File: src/rtl/meta_dispatcher_pkg.sv
// Shared types for the metadata dispatch path: descriptor layout, packet flags,
// statistics bundle and the dispatcher buffer depth.
package meta_dispatcher_pkg;

    localparam int META_DISPATCHER_DEPTH = 2;
    localparam int DISPATCH_STAT_W       = 32;

    typedef enum logic [1:0] {
        PKT_PCIE = 2'd0,
        PKT_DROP = 2'd1,
        PKT_HOST = 2'd2,
        PKT_LOOP = 2'd3
    } pkt_flags_t;

    typedef struct packed {
        logic [31:0] pkt_queue_id;
        logic [15:0] pkt_size;
        pkt_flags_t  pkt_flags;
    } metadata_t;

    typedef struct packed {
        logic [DISPATCH_STAT_W-1:0] fwd;
        logic [DISPATCH_STAT_W-1:0] drop;
        logic [DISPATCH_STAT_W-1:0] oob;
    } dispatch_stats_t;

endpackage

File: src/rtl/meta_skid_fifo.sv
// Two-entry FIFO with a registered push-side ready, so the downstream ready
// never reaches the upstream producer combinationally.
module meta_skid_fifo
    import meta_dispatcher_pkg::*;
#(
    parameter type T = metadata_t
) (
    input  logic clk,
    input  logic rst_n,
    input  logic push_valid,
    input  T     push_data,
    output logic push_ready,
    output logic pop_valid,
    output T     pop_data,
    input  logic pop_ready
);

    localparam logic [1:0] DEPTH = 2'(META_DISPATCHER_DEPTH);

    T           mem [META_DISPATCHER_DEPTH];
    logic       head;
    logic       tail;
    logic [1:0] count;
    logic [1:0] count_next;
    logic       push;
    logic       pop;

    assign push      = push_valid && push_ready;
    assign pop       = pop_valid && pop_ready;
    assign pop_valid = (count != 2'd0);
    assign pop_data  = mem[head];

    always_comb begin
        count_next = count;
        case ({push, pop})
            2'b10:   count_next = count + 2'd1;
            2'b01:   count_next = count - 2'd1;
            default: count_next = count;
        endcase
    end

    // Ready is computed from the post-update occupancy so a pop while full
    // reopens the input on the very next cycle.
    always_ff @(posedge clk or negedge rst_n) begin
        if (!rst_n) begin
            count      <= 2'd0;
            head       <= 1'b0;
            tail       <= 1'b0;
            push_ready <= 1'b0;
        end else begin
            count      <= count_next;
            push_ready <= (count_next < DEPTH);
            if (push) tail <= ~tail;
            if (pop)  head <= ~head;
        end
    end

    always_ff @(posedge clk) begin
        if (push) mem[tail] <= push_data;
    end

endmodule

File: src/rtl/meta_dispatcher.sv
// Drops PKT_DROP and out-of-range descriptors and buffers the rest in a 2-entry
// registered FIFO. Statistics counters exist only with META_DISPATCHER_STATS_EN.
module meta_dispatcher
    import meta_dispatcher_pkg::*;
#(
    parameter int QUEUE_ID_W = 32,
    parameter int STAT_W     = 32
) (
    input  logic              clk,
    input  logic              rst_n,
    input  metadata_t         in_meta_data,
    input  logic              in_meta_valid,
    output logic              in_meta_ready,
    output metadata_t         out_meta_data,
    output logic              out_meta_valid,
    input  logic              out_meta_ready,
    input  logic [31:0]       conf_nb_queues,
    input  logic              conf_nb_queues_valid,
    output logic              conf_nb_queues_ready
`ifdef META_DISPATCHER_STATS_EN
    ,
    input  logic              stat_clr,
    output logic [STAT_W-1:0] stat_fwd,
    output logic [STAT_W-1:0] stat_drop,
    output logic [STAT_W-1:0] stat_oob
`endif
);

    logic [31:0] nb_queues;
    logic [31:0] queue_id;
    logic        accept;
    logic        is_drop;
    logic        is_oob;
    logic        is_fwd;

    assign conf_nb_queues_ready = 1'b1;

    always_ff @(posedge clk or negedge rst_n) begin
        if (!rst_n) begin
            nb_queues <= 32'd0;
        end else if (conf_nb_queues_valid) begin
            nb_queues <= conf_nb_queues;
        end
    end

    always_comb begin
        queue_id                 = '0;
        queue_id[QUEUE_ID_W-1:0] = in_meta_data.pkt_queue_id[QUEUE_ID_W-1:0];
    end

    // Drop flag wins over the range check; a zero queue count disables the check.
    assign accept  = in_meta_valid && in_meta_ready;
    assign is_drop = (in_meta_data.pkt_flags == PKT_DROP);
    assign is_oob  = !is_drop && (nb_queues != 32'd0) && (queue_id >= nb_queues);
    assign is_fwd  = !is_drop && !is_oob;

    meta_skid_fifo #(
        .T(metadata_t)
    ) u_fifo (
        .clk       (clk),
        .rst_n     (rst_n),
        .push_valid(accept && is_fwd),
        .push_data (in_meta_data),
        .push_ready(in_meta_ready),
        .pop_valid (out_meta_valid),
        .pop_data  (out_meta_data),
        .pop_ready (out_meta_ready)
    );

`ifdef META_DISPATCHER_STATS_EN
    // A clear coinciding with an event keeps that event, hence 1 rather than 0.
    function automatic logic [STAT_W-1:0] stat_next(input logic [STAT_W-1:0] cur,
                                                    input logic clr,
                                                    input logic ev);
        if (clr) return ev ? STAT_W'(1) : '0;
        if (ev)  return (&cur) ? cur : cur + 1'b1;
        return cur;
    endfunction

    always_ff @(posedge clk or negedge rst_n) begin
        if (!rst_n) begin
            stat_fwd  <= '0;
            stat_drop <= '0;
            stat_oob  <= '0;
        end else begin
            stat_fwd  <= stat_next(stat_fwd,  stat_clr, accept && is_fwd);
            stat_drop <= stat_next(stat_drop, stat_clr, accept && is_drop);
            stat_oob  <= stat_next(stat_oob,  stat_clr, accept && is_oob);
        end
    end
`endif

endmodule

File: config.mk
export PLATFORM = sky130hd
export DESIGN_NAME = meta_dispatcher
export DESIGN_NICKNAME = d
export VERILOG_FILES = /design/src/rtl/meta_dispatcher_pkg.sv /design/src/rtl/meta_skid_fifo.sv /design/src/rtl/meta_dispatcher.sv
export SDC_FILE = /design/constraint.sdc
export NUM_CORES = 1
export LEC_CHECK = 0
export CORE_MARGIN = 5
export CORE_UTILIZATION = 35
export CTS_BUF_LIST = sky130_fd_sc_hd__clkbuf_2
export DETAILED_ROUTE_END_ITERATION = 8
export MAX_ROUTING_LAYER = met4
export PLACE_DENSITY_LB_ADDON = 0.12
export SLEW_MARGIN = 20
export SYNTH_ARGS = -nofsm -noshare
export SYNTH_HDL_FRONTEND = slang
export SYNTH_HIERARCHICAL = 1
export SYNTH_SLANG_ARGS = --single-unit
File: constraint.sdc
create_clock -name clk -period 4.96 [get_ports clk]
set_input_delay 0.992 -clock clk [delete_from_list [all_inputs] [get_ports clk]]
set_output_delay 0.992 -clock clk [all_outputs]
set_load 0.01 [all_outputs]
Word level (Yosys, flattened, before mapping)
Memories as Yosys holds them, arrays and structs flattened.
Cells that the tools add are included.
{ "classes": {"addsub": 2, "order_cmp": 2, "n_eq_ne": 3, "mux": 3, "bitwise": 2, "n_reduce_logical": 11} }
{ "op_table": {"columns": ["operator", "n"], "rows": [
  ["$ge A32 B32 Y1", 1],
  ["$reduce_bool A32 Y1", 1],
  ["$logic_and A1 B1 Y1", 7],
  ["$eq A2 B1 Y1 const B", 2],
  ["$pmux W2 S2", 1],
  ["$add A2 B1 Y2 const B", 1],
  ["$eq A2 B2 Y1 const B", 1],
  ["$logic_not A1 Y1", 2],
  ["$lt A2 B2 Y1 const B", 1],
  ["$mux W1", 2],
  ["$not A1 Y1", 2],
  ["$reduce_bool A2 Y1", 1],
  ["$sub A2 B1 Y2 const B", 1]
]} }
{ "word_totals": {"ff_bits": 37, "ram_bits": 100, "in_bits": 87, "out_inout_bits": 53, "wordCells": 29, "n_memories": 1} }
{ "mem_list": {"columns": ["name", "depth", "word_bits", "rd", "rd_ports_with_merged_regs", "write_ports", "line", "rtl"], "rows": [
  ["u_fifo.mem", 2, 50, 1, 0, 1, "meta_skid_fifo.sv:20", "T mem [META_DISPATCHER_DEPTH];"]
]} }

Longest topological paths before layout
Gate-level depths: netlist of run 1.
{ "depth": {"depth_word": 11, "ltp_mapped": 12, "ltp_nobuf": 12} }

Hierarchy
The synthesis of run 1 kept the hierarchy.
{ "modules_own_cells": {"columns": ["module", "n_inst", "cells_per_inst", "area_each_um2", "seq_area_each_um2"], "rows": [
  ["meta_skid_fifo", 1, 174, 4045.1, 3128.0],
  ["meta_dispatcher", 1, 232, 2013.2, 800.8]
]} }

Worst setup path after synthesis of run 1
No wires, ideal clock.
{ "synth_path": {"path_type": "input -> register", "start": "in in_meta_data[18] (netlist name)", "end": "mem u_fifo/mem[0][0] (netlist name), enable pin", "arrival_time_ns": 4.424, "required_time_ns": 4.502, "path_slack_ns": 0.079, "stages": 9, "n_path_buf": 0, "cell_sequence": "inv_1 > ha_1 > nand2b_4 > a2111o_1 > a31oi_1 > o22ai_1 > o21ai_1 > nand2_1 > nor2_1"} }
{ "synth_via": {"elab_chain_cells": 8} }
{ "synth_rtl": {"columns": ["item", "line", "rtl"], "rows": [
  ["start: declaration", "meta_dispatcher.sv:11", "input metadata_t in_meta_data,"],
  ["$ge A32 B32 Y1", "meta_dispatcher.sv:54", "assign is_oob = !is_drop && (nb_queues != 32'd0) && (queue_id >= nb_queues);"],
  ["$logic_and A1 B1 Y1", "meta_dispatcher.sv:54", null],
  ["$logic_not A1 Y1", "meta_dispatcher.sv:55", "assign is_fwd = !is_drop && !is_oob;"],
  ["$logic_and A1 B1 Y1", "meta_dispatcher.sv:55", null],
  ["$logic_and A1 B1 Y1", "meta_dispatcher.sv:62", ".push_valid(accept && is_fwd),"],
  ["$logic_and A1 B1 Y1", "meta_skid_fifo.sv:28", "assign push = push_valid && push_ready;"],
  ["$mux W1", "meta_skid_fifo.sv:59", "if (push) mem[tail] <= push_data;"],
  ["$mux W1 (implied by the code)", "meta_skid_fifo.sv:59", null],
  ["end: declaration", "meta_skid_fifo.sv:20", null]
]} }
Every way passes these cells.

==> results_dict.tcl, run 1 <==
set metrics [dict create \
    run_status "complete, no violations" \
    p_sw_uw 926 \
    busiest_layer "met2" \
    cts_tree "done" \
    port_buffers 138 \
    grtUsageMet2_pct 21.7 \
    finalMaxSlewViolations 0 \
    coreArea_sq_um 17100 \
    max_slew_margin_pct 33.0 \
    tns_ps 0 \
    drive_gt1_share_pct 16.8 \
    gp_congestion 0.717 \
    synthFlopType "edfxtp_1" \
    critPathLaunchType "flip-flop" \
    routed_wl_um 13100 \
    first_global_vias 3896 \
    cts_setup_buffers 0 \
    syn_area_sq_um 6060 \
    async_flop_share_pct 27.0 \
    power.leakage_nw 3.16 \
    post-route-period-util_pct 75.6 \
    min_path_type "in2async" \
    drc_errors 0 \
    syn2layout_area_growth_pct 31.2 \
    fp-row-count 48 \
    hold_violations 0 \
    nets 673 \
    yosysUniqueCellTypes 38 \
    yosys_warnings 6 \
    critPathMaxStageDelay_ps 1140 \
    die_h_um 142 \
    ant_nets 0 \
    critPathBufInv 1 \
    synth_common_cells "edfxtp_1 (100), mux2_4 (49), nand2_1 (41)" \
    post_drt_via_cell_ratio 4.61 \
    clock.fmax_ghz 0.267 \
    rsz0062_at_grt "no" \
    avgSynthCellArea_sq_um 14.9 \
    cp_max_fo 51 \
    fin_crit_ps 3750 \
    post_cts_resize_count 0 \
    crit_arrival_ps 2760 \
    p_sw_share_pct 27.8 \
    synth.top_cell.area_share_pct 49.6 \
    synth_largest_area_cell "edfxtp_1" \
    die_x_um 142 \
    syn_inst 406 \
    wl_per_cell_um 16.5 \
    power.internal_mw 2.40 \
    finish.utilization_pct 46.4 \
    grtUsageTotal_pct 13.9 \
    drt_first_iter_violations 162 \
    powerDensity_nw_per_um2 419 \
    worst-setup-path-type "reg2out" \
    cts-root-buf "clkbuf_2" \
    comb_power_share_pct 30.4 \
    critPathTopFamily "flip-flops" \
    gr-total-overflow 0 \
    p_seq_share_pct 46.3 \
    dr.pass1.iters 4 \
    required_ps 3970 \
    grt_pass1_wl_um 20500 \
    synth-edff-count 100 \
    cp_slowest_cell "dfrtp_4" \
    grt_max_degree 64 \
    cts_buffers 17 \
    antenna_found_initial 0 \
    use_met1_pct 17.5 \
    hold_buffers 0 \
    clock_skew_ps 22.8 \
    total_power_mw 3.33 \
    insertion_delay_ps 700 \
    setup_violations 0 \
    ir_worst_vdd_mv 0.224 \
    crit_chain "mux2_2, clkdlybuf4s50_1" \
    cap_violations 0 \
    grt_use_met3_pct 3.40 \
    start_util_pct 35.4 \
    synth-seq-cells 137 \
    yosysMostFrequentCell "edfxtp_1" \
    synth_seq_area_share_pct 64.8 \
    cts_buffer_depth 2 \
    worstMarginPinSlew_ps 1010 \
    clkPwrFrac_pct 23.3 \
    cp_num_cells 2 \
    diodes 0 \
    syn_nets 526 \
    boundaryPins 140 \
    end_kind "output port" \
    dieArea_sq_um 20000 \
    reg2regPathDepth 9 \
    htreeDepth 4 \
    netlist_top_cells_area "edfxtp_1 (50%), dfrtp_1 (15%), mux2_4 (12%), ha_1 (6.8%), o21ai_0 (3.1%)" \
    hpwl_um 9240 \
    clkSinkCount 137 \
    vias 3644 \
    worst_setup_hold_path_clk_slew_ps 190 \
]
-- path summary, 6_finish.rpt --
check / end / slack (ps) / start
setup / recovery: out_meta_data[38] / 1210 / u_fifo/head
hold / removal: nb_queues[27] / 390 / rst_n
setup reg to reg: u_fifo/mem[0][41] / 1960 / nb_queues[0]
hold reg to reg: flip-flop / 530 / flip-flop
max in group asynchronous: u_fifo/head / 3930 / rst_n
min in group clk: flip-flop / 530 / flip-flop
-- through the flow --
step | instances | worst slack, ps | hold WS (ps) | cell area (sq um)
global route | 791 | 1000 | 349 | 7950
floorplan | 406 | 78.6 | 461 | 6060
finish | 791 | 1210 | 388 | 7950
global placement | 759 | 833 | 504 | 7650
CTS | 791 | 1060 | 330 | 7950
detailed placement | 759 | 767 | 511 | 7650
-- sequential cells by signal, indices dropped and copies added (netlist names), named ones only --
register,count
u_fifo/mem,100
u_fifo/push_ready,1
nb_queues,32
u_fifo/count,1
u_fifo/head,1
u_fifo/tail,1
-- layout by cell type, fill, tap and decap left out, drive strengths merged, types with 4 or more instances in the layout --
cell / Yosys / routed
clkdlybuf4s50: 0 / 136
edfxtp: 100 / 100
mux2: 51 / 51
nand2: 41 / 41
o21ai: 38 / 38
dfrtp: 37 / 37
inv: 34 / 34
ha: 33 / 33
clkbuf: 7 / 18
a21oi: 11 / 11
nor4: 6 / 6
nor2: 6 / 6
buf: 7 / 6
clkinv: 0 / 6
nand4: 5 / 5
bufinv: 0 / 5
a21o: 4 / 4
xnor2: 4 / 4
-- cells by family after synthesis --
logic type               Yosys count  share of synthesized area, %
flip-flops                       137                          64.8
adder cells (fa/ha/maj)           33                          6.82
other                              1                        0.0619
AO/OA/AOI/OAI                     60                          5.47
AND/OR/NAND/NOR                   70                          5.64
multiplexers                      51                          12.5
buffers and inverters             48                          3.78
XOR/XNOR                           6                         0.867
-- layer usage --
layer	part of all wire, %	wire length, um
met1	45	5940
met2	47	6100
met3	6.5	852
met4	1.4	183
met5	0	0
-- cell type report --
cell class              count  area, sq um
multi-input cells         221         1910
flip-flops and latches    137         3930
repair buffers            142         1400
well taps                 225          282
clock inverters            14          204
clock buffers              18         90.1
inverters                  34          128
fillers                  1567         9170
-- power by group through the flow --
stage | registers (mW) | clock network [mW] | logic (mW)
2_1_floorplan | 1.44 | 0 | 0.689
3_3_place_gp | 1.57 | 0 | 1.02
6_report | 1.54 | 0.777 | 1.01
3_5_place_dp | 1.58 | 0 | 1.03
5_1_grt | 1.57 | 0.866 | 1.09
4_1_cts | 1.55 | 0.809 | 1.03
No activity file was read; power rests on OpenSTA's default activity.
==> inputs of run 2 (changes only) <==
- clock period: 4.96 -> 3.3 ns (I/O delays scaled with it)
==> run 2 against run 1 <==
Compared with the run above: sequential power rose by 42%; non-clock buffer count is 5 higher; critical path depth up 1; largest cell class unchanged; largest power group unchanged.
==> results_dict.tcl, run 2 (same netlist as run 1, synthesis figures left out) <==
set metrics [dict create \
    diodes 0 \
    reg2regPathDepth 10 \
    top_regs "u_fifo/mem: 100 flops, nb_queues: 32 flops" \
    routed_wl_um 13100 \
    cp_max_fo 21 \
    max_slew_margin_pct 40.3 \
    wl_per_cell_um 16.4 \
    place_ws_ps -217 \
    htreeDepth 4 \
    boundaryPins 140 \
    clkPwrFrac_pct 20.0 \
    drive_gt1_share_pct 17.0 \
    required_ps 2640 \
    cts-root-buf "clkbuf_2" \
    fillers 1519 \
    power.leakage_nw 3.18 \
    cts_tree "done" \
    die_h_um 142 \
    start_util_pct 35.4 \
    min_path_type "in2async" \
    crit_arrival_ps 2410 \
    run_status "complete, no violations" \
    rsz0062_at_grt "no" \
    layout_common_cells "clkdlybuf4s50_1 (136), edfxtp_1 (100), mux2_4 (49)" \
    comb_power_share_pct 35.1 \
    worst_setup_hold_path_clk_slew_ps 190 \
    dr.pass1.iters 4 \
    p_sw_mw 1.38 \
    p_seq_share_pct 44.9 \
    hpwl_um 9420 \
    powerDensity_nw_per_um2 611 \
    ant_nets 0 \
    dpl_cell_area_sq_um 7740 \
    post-route-period-util_pct 93.0 \
    first_global_vias 3804 \
    grt_max_degree 38 \
    critPathLaunchType "flip-flop" \
    fin_crit_ps 3070 \
    clkSinkCount 137 \
    nets 678 \
    cts_buffers 17 \
    ir_worst_vdd_mv 0.221 \
    post_drt_via_cell_ratio 4.54 \
    worstMarginPinSlew_ps 895 \
    hold_violations 0 \
    gp_congestion 0.750 \
    cts_buffer_depth 2 \
    fp-row-count 48 \
    finalMaxSlewViolations 0 \
    dieArea_sq_um 20000 \
    die_x_um 142 \
    setup_violations 0 \
    cap_violations 0 \
    coreArea_sq_um 17100 \
    gr-total-overflow 0 \
    grtUsageTotal_pct 13.8 \
    port_buffers 138 \
    clock.fmax_ghz 0.326 \
    total_power_mw 4.88 \
    clock_skew_ps 24.5 \
    final_common_cell "clkdlybuf4s50_1" \
    insertion_delay_ps 680 \
    worst-setup-path-type "reg2out" \
    end_kind "output port" \
    drc_errors 0 \
    final_area_sq_um 7990 \
    largest_reg_flops 100 \
    syn2layout_area_growth_pct 31.8 \
    power.internal_mw 3.50 \
    setup_slack_ps 232 \
    drt_first_iter_violations 152 \
    antenna_found_initial 0 \
    top_register "u_fifo/mem" \
    p_sw_share_pct 28.2 \
    vias 3608 \
    grt_pass1_wl_um 20200 \
]
## run 2: cell types whose count changed in the layout (fill, tap and decap cells not counted), sizes merged
cell	before	now
bufinv	5	3
clkinvlp	3	1
buf	6	11
clkinv	6	8
clkbuf	18	19
## run 2: critical path, cell delays in order (launching register included)
cell             delay (ps)
dfrtp_4                 650
buf_12                  260
mux2_4                  330
clkdlybuf4s50_1         490
## run 2: final timing paths
kind,slack (ps),to,startpoint
worst max-delay path,230,out_meta_data[49],u_fifo/head
worst min-delay path,80,nb_queues[0],rst_n
worst max register to register,580,flip-flop,nb_queues[0]
worst min register to register,540,flip-flop,flip-flop
max in group asynchronous,2560,u_fifo/head,rst_n
min in group clk,420,nb_queues[2],conf_nb_queues_valid
## run 2: final cells by class
class                      count  area (sq um)  share of cell area (%)
multi-input combinational    221          1910                    23.9
tap                          225           282                    3.52
clock buffer                  19          95.1                    1.19
inverter                      34           128                    1.60
clock inverter                12           133                    1.66
sequential                   137          3930                    49.2
timing repair buffer         147          1510                    18.9
## run 2: power by group through the flow
stage,clock network [mW],logic [mW],registers (mW)
floorplan,0,1.04,2.16
global placement,0,1.68,2.27
detailed placement,0,1.69,2.27
CTS,1.02,1.76,2.20
global route,1.11,1.85,2.22
finish,0.975,1.72,2.19
## run 2: what timing repair did
action / in CTS / in global routing
gates resized for setup: 0 / 0
hold buffers: 0 / 0
endpoints found under the setup margin: 27 / 0
setup buffers: 1 / 0
## run 2: per-layer routing
layer	vias to the layer above	part of all wire [%]	GRT usage (%)
met5	-	0	-
met2	111	47	21.4
met4	0	1.1	4.19
met1	1710	46	17.9
met3	13	5.5	3.74
li1	1774	-	-
## run 2: metrics by stage
stage	utilization, %	std cells	TNS (ps)	hold WS (ps)
after floorplan	-	406	0	364
after global placement	45.2	763	-4600	500
after detailed placement	45.2	763	-12260	519
after CTS	46.7	795	0	19.1
after global routing	46.7	795	0	41.9
final	46.7	795	0	80.3
==> patch: new RTL, settings of run 2 <==
Add an input register stage for `conf_nb_queues`; this delays it by one clock. The other inputs are not delayed to match.
--- a/src/rtl/meta_dispatcher.sv
+++ b/src/rtl/meta_dispatcher.sv
@@ -28,2 +28,8 @@
 
+    logic [31:0] conf_nb_queues_q;
+
+    always_ff @(posedge clk) begin
+        conf_nb_queues_q <= conf_nb_queues;
+    end
+
     logic [31:0] nb_queues;
@@ -41,3 +47,3 @@
         end else if (conf_nb_queues_valid) begin
-            nb_queues <= conf_nb_queues;
+            nb_queues <= conf_nb_queues_q;
         end
Check against the original RTL: not equivalent (a bounded check fails within 4 cycles, from zero or initial values and one cycle with rst_n low).
==> patch against run 2 <==
  * Die area up 9.8%
  * Sequential cell count up 32
  * Total power up 13%
  * Worst hold slack better by 0.26 ns
  * Setup slack better by 0.096 ns
  * Non-clock buffer count up 4
  * Final area up 9.1%
  * Routed wire length up 5.4%
  * Core utilization down 0.23 points
  * Area after synthesis up 11%
  * Critical path type unchanged
  * Critical endpoint is now out_meta_data[1]
  * Highest routed layer unchanged
==> patch: results (changes against run 2) <==
The post-synthesis compound-gate area fraction came out at 0.04950 (-0.005234). The count of input and output buffers is 138 (unchanged). The min-delay analysis places its worst path in the category in2reg. The post-synthesis average cell area came to 15.29 um2 (+2.5%). The net count reported at finish came out at 714 (+5.3%). The power dissipated in sequential cells came to 0.00257 W (+17%). The clock-pin transition on the worst setup and hold timing paths is 0.23 ns (+0.04 ns). The distinct cell type count after synthesis is 39 (+2.6%). The multiplexer share of the synthesized area came to 0.1132 (-0.01197). The cell count after placement came to 805 (+5.5%). The total global routing track utilization was 0.1338 (-0.004469). The number of nets produced by synthesis is 558 (+6.1%).

The fraction of the yosys area taken by sequential cells came to 0.6821 (+0.03361). The pin slew with the least headroom to its limit is 0.8604 ns (-0.03442 ns). The average wire per standard cell is 16.37 um (-0.37%). The final HPWL from detailed placement was 10230 um (+8.5%).

The run finished with clean final reports. The fraction of final layout cells with drive strength greater than 1 came out at 0.1730 (+0.002806). The maximum ir drop on the vdd rail is 0.2287 mV (+3.4%).

Ranked by total cell area, the synthesized netlist is headed by sky130_fd_sc_hd__edfxtp_1, sky130_fd_sc_hd__dfrtp_1, sky130_fd_sc_hd__mux2_4. The relative contribution of sequential cells to total power is 0.465 (+0.016). The fraction of synthesis flops using an asynchronous set or reset pin was 0.2189 (-0.05114). The via count of the first global-routing pass came out at 4166 (+9.5%). The final worst clock skew came to 0.03019 ns (+0.005681 ns). The maximum fanout along the worst path is 14 (-33%). The detailed router's first-iteration violation count is 150 (-1.3%). The largest registers in the layout are u_fifo/mem x100, conf_nb_queues_q x32, nb_queues x32. The count of non-filler cells in the finished layout is 841 (+5.8%). Following the worst setup path forward leads to its endpoint at out_meta_data[1]. The critical path's largest stage delay came out at 0.50 ns (-0.15 ns). The setup slack of the worst register-to-register path came out at 0.53 ns (-0.05 ns).

The post-synthesis share of cell area spent on full adders, half adders and majority gates came to 0.06164 (-0.006517). The CTS buffer count was 17 (unchanged). The internal portion of total power is 0.004020 W (+15%). The data arrival time of the critical path came out at 2.31 ns (-0.10 ns).

The wire length of the first global-routing pass came out at 21930 um (+8.3%).
-- patch: cell types whose count changed after synthesis --
cell,run 2,this run
sky130_fd_sc_hd__dfxtp_1,0,32
-- patch: final cells by class --
class	instances	area (um2)
timing repair buffer	151	1538
tap	234	292.8
sequential	169	4573
fill	1708	10050
multi-input combinational	221	1909
clock buffer	19	95.09
inverter	34	127.6
clock inverter	13	180.2
-- patch: logic make-up after synthesis --
family,after synthesis
fa+ha+maj,33
compound gates,60
mux,51
simple gates,70
xor+xnor,6
flops,169
other cells,1
buf+inv,48
-- patch: timing repair --
action | 4_1_cts | 5_1_grt
gates cloned | 0 | 0
setup endpoints to repair | 14 | 7
hold buffers | 1 | 0
hold endpoints to repair | 37 | 0
gates resized for setup | 0 | 0
setup buffers | 1 | 2
-- patch: routing by layer --
metal | vias to the layer above | share of wire | track usage
met3 | 18 | 0.045 | 0.03321
li1 | 1893 | - | -
met2 | 110 | 0.47 | 0.2055
met5 | - | 0 | -
met4 | 0 | 0.015 | 0.04711
met1 | 1807 | 0.47 | 0.1739
-- patch: how the worst min path moves through the flow --
stage                           to  slack, ns                 start  cells after the start
3_5_place_dp         nb_queues[29]       0.42  conf_nb_queues_q[29]                      2
6_report       conf_nb_queues_q[8]       0.34     conf_nb_queues[8]                      1
5_1_grt        conf_nb_queues_q[5]       0.21     conf_nb_queues[5]                      1
2_1_floorplan         nb_queues[0]       0.36                 rst_n                      0
4_1_cts        conf_nb_queues_q[8]       0.24     conf_nb_queues[8]                      1
3_3_place_gp         nb_queues[26]       0.42  conf_nb_queues_q[26]                      2
-- patch: per-stage QoR --
step,util,setup WS [ns],cell area (um2),hold WS (ns)
2_1_floorplan,-,0.1231,6708,0.3644
3_3_place_gp,0.4478,-0.2091,8404,0.4243
3_5_place_dp,0.4478,-0.2361,8404,0.4238
4_1_cts,0.4636,0.03932,8701,0.2370
5_1_grt,0.4644,0.1641,8716,0.2065
6_report,0.4644,0.3276,8716,0.3430
-- patch: worst register-to-register path, stage by stage, from the launching register on --
cell and delay [ns]:
sky130_fd_sc_hd__dfrtp_1 0.48, sky130_fd_sc_hd__ha_1 0.29, sky130_fd_sc_hd__nand2b_4 0.13, sky130_fd_sc_hd__a2111o_1 0.39
sky130_fd_sc_hd__a31oi_1 0.25, sky130_fd_sc_hd__o22ai_1 0.15, sky130_fd_sc_hd__o21ai_1 0.20, sky130_fd_sc_hd__nand2_1 0.14
sky130_fd_sc_hd__ha_1 0.36, sky130_fd_sc_hd__nor2_2 0.16, sky130_fd_sc_hd__xor2_1 0.15
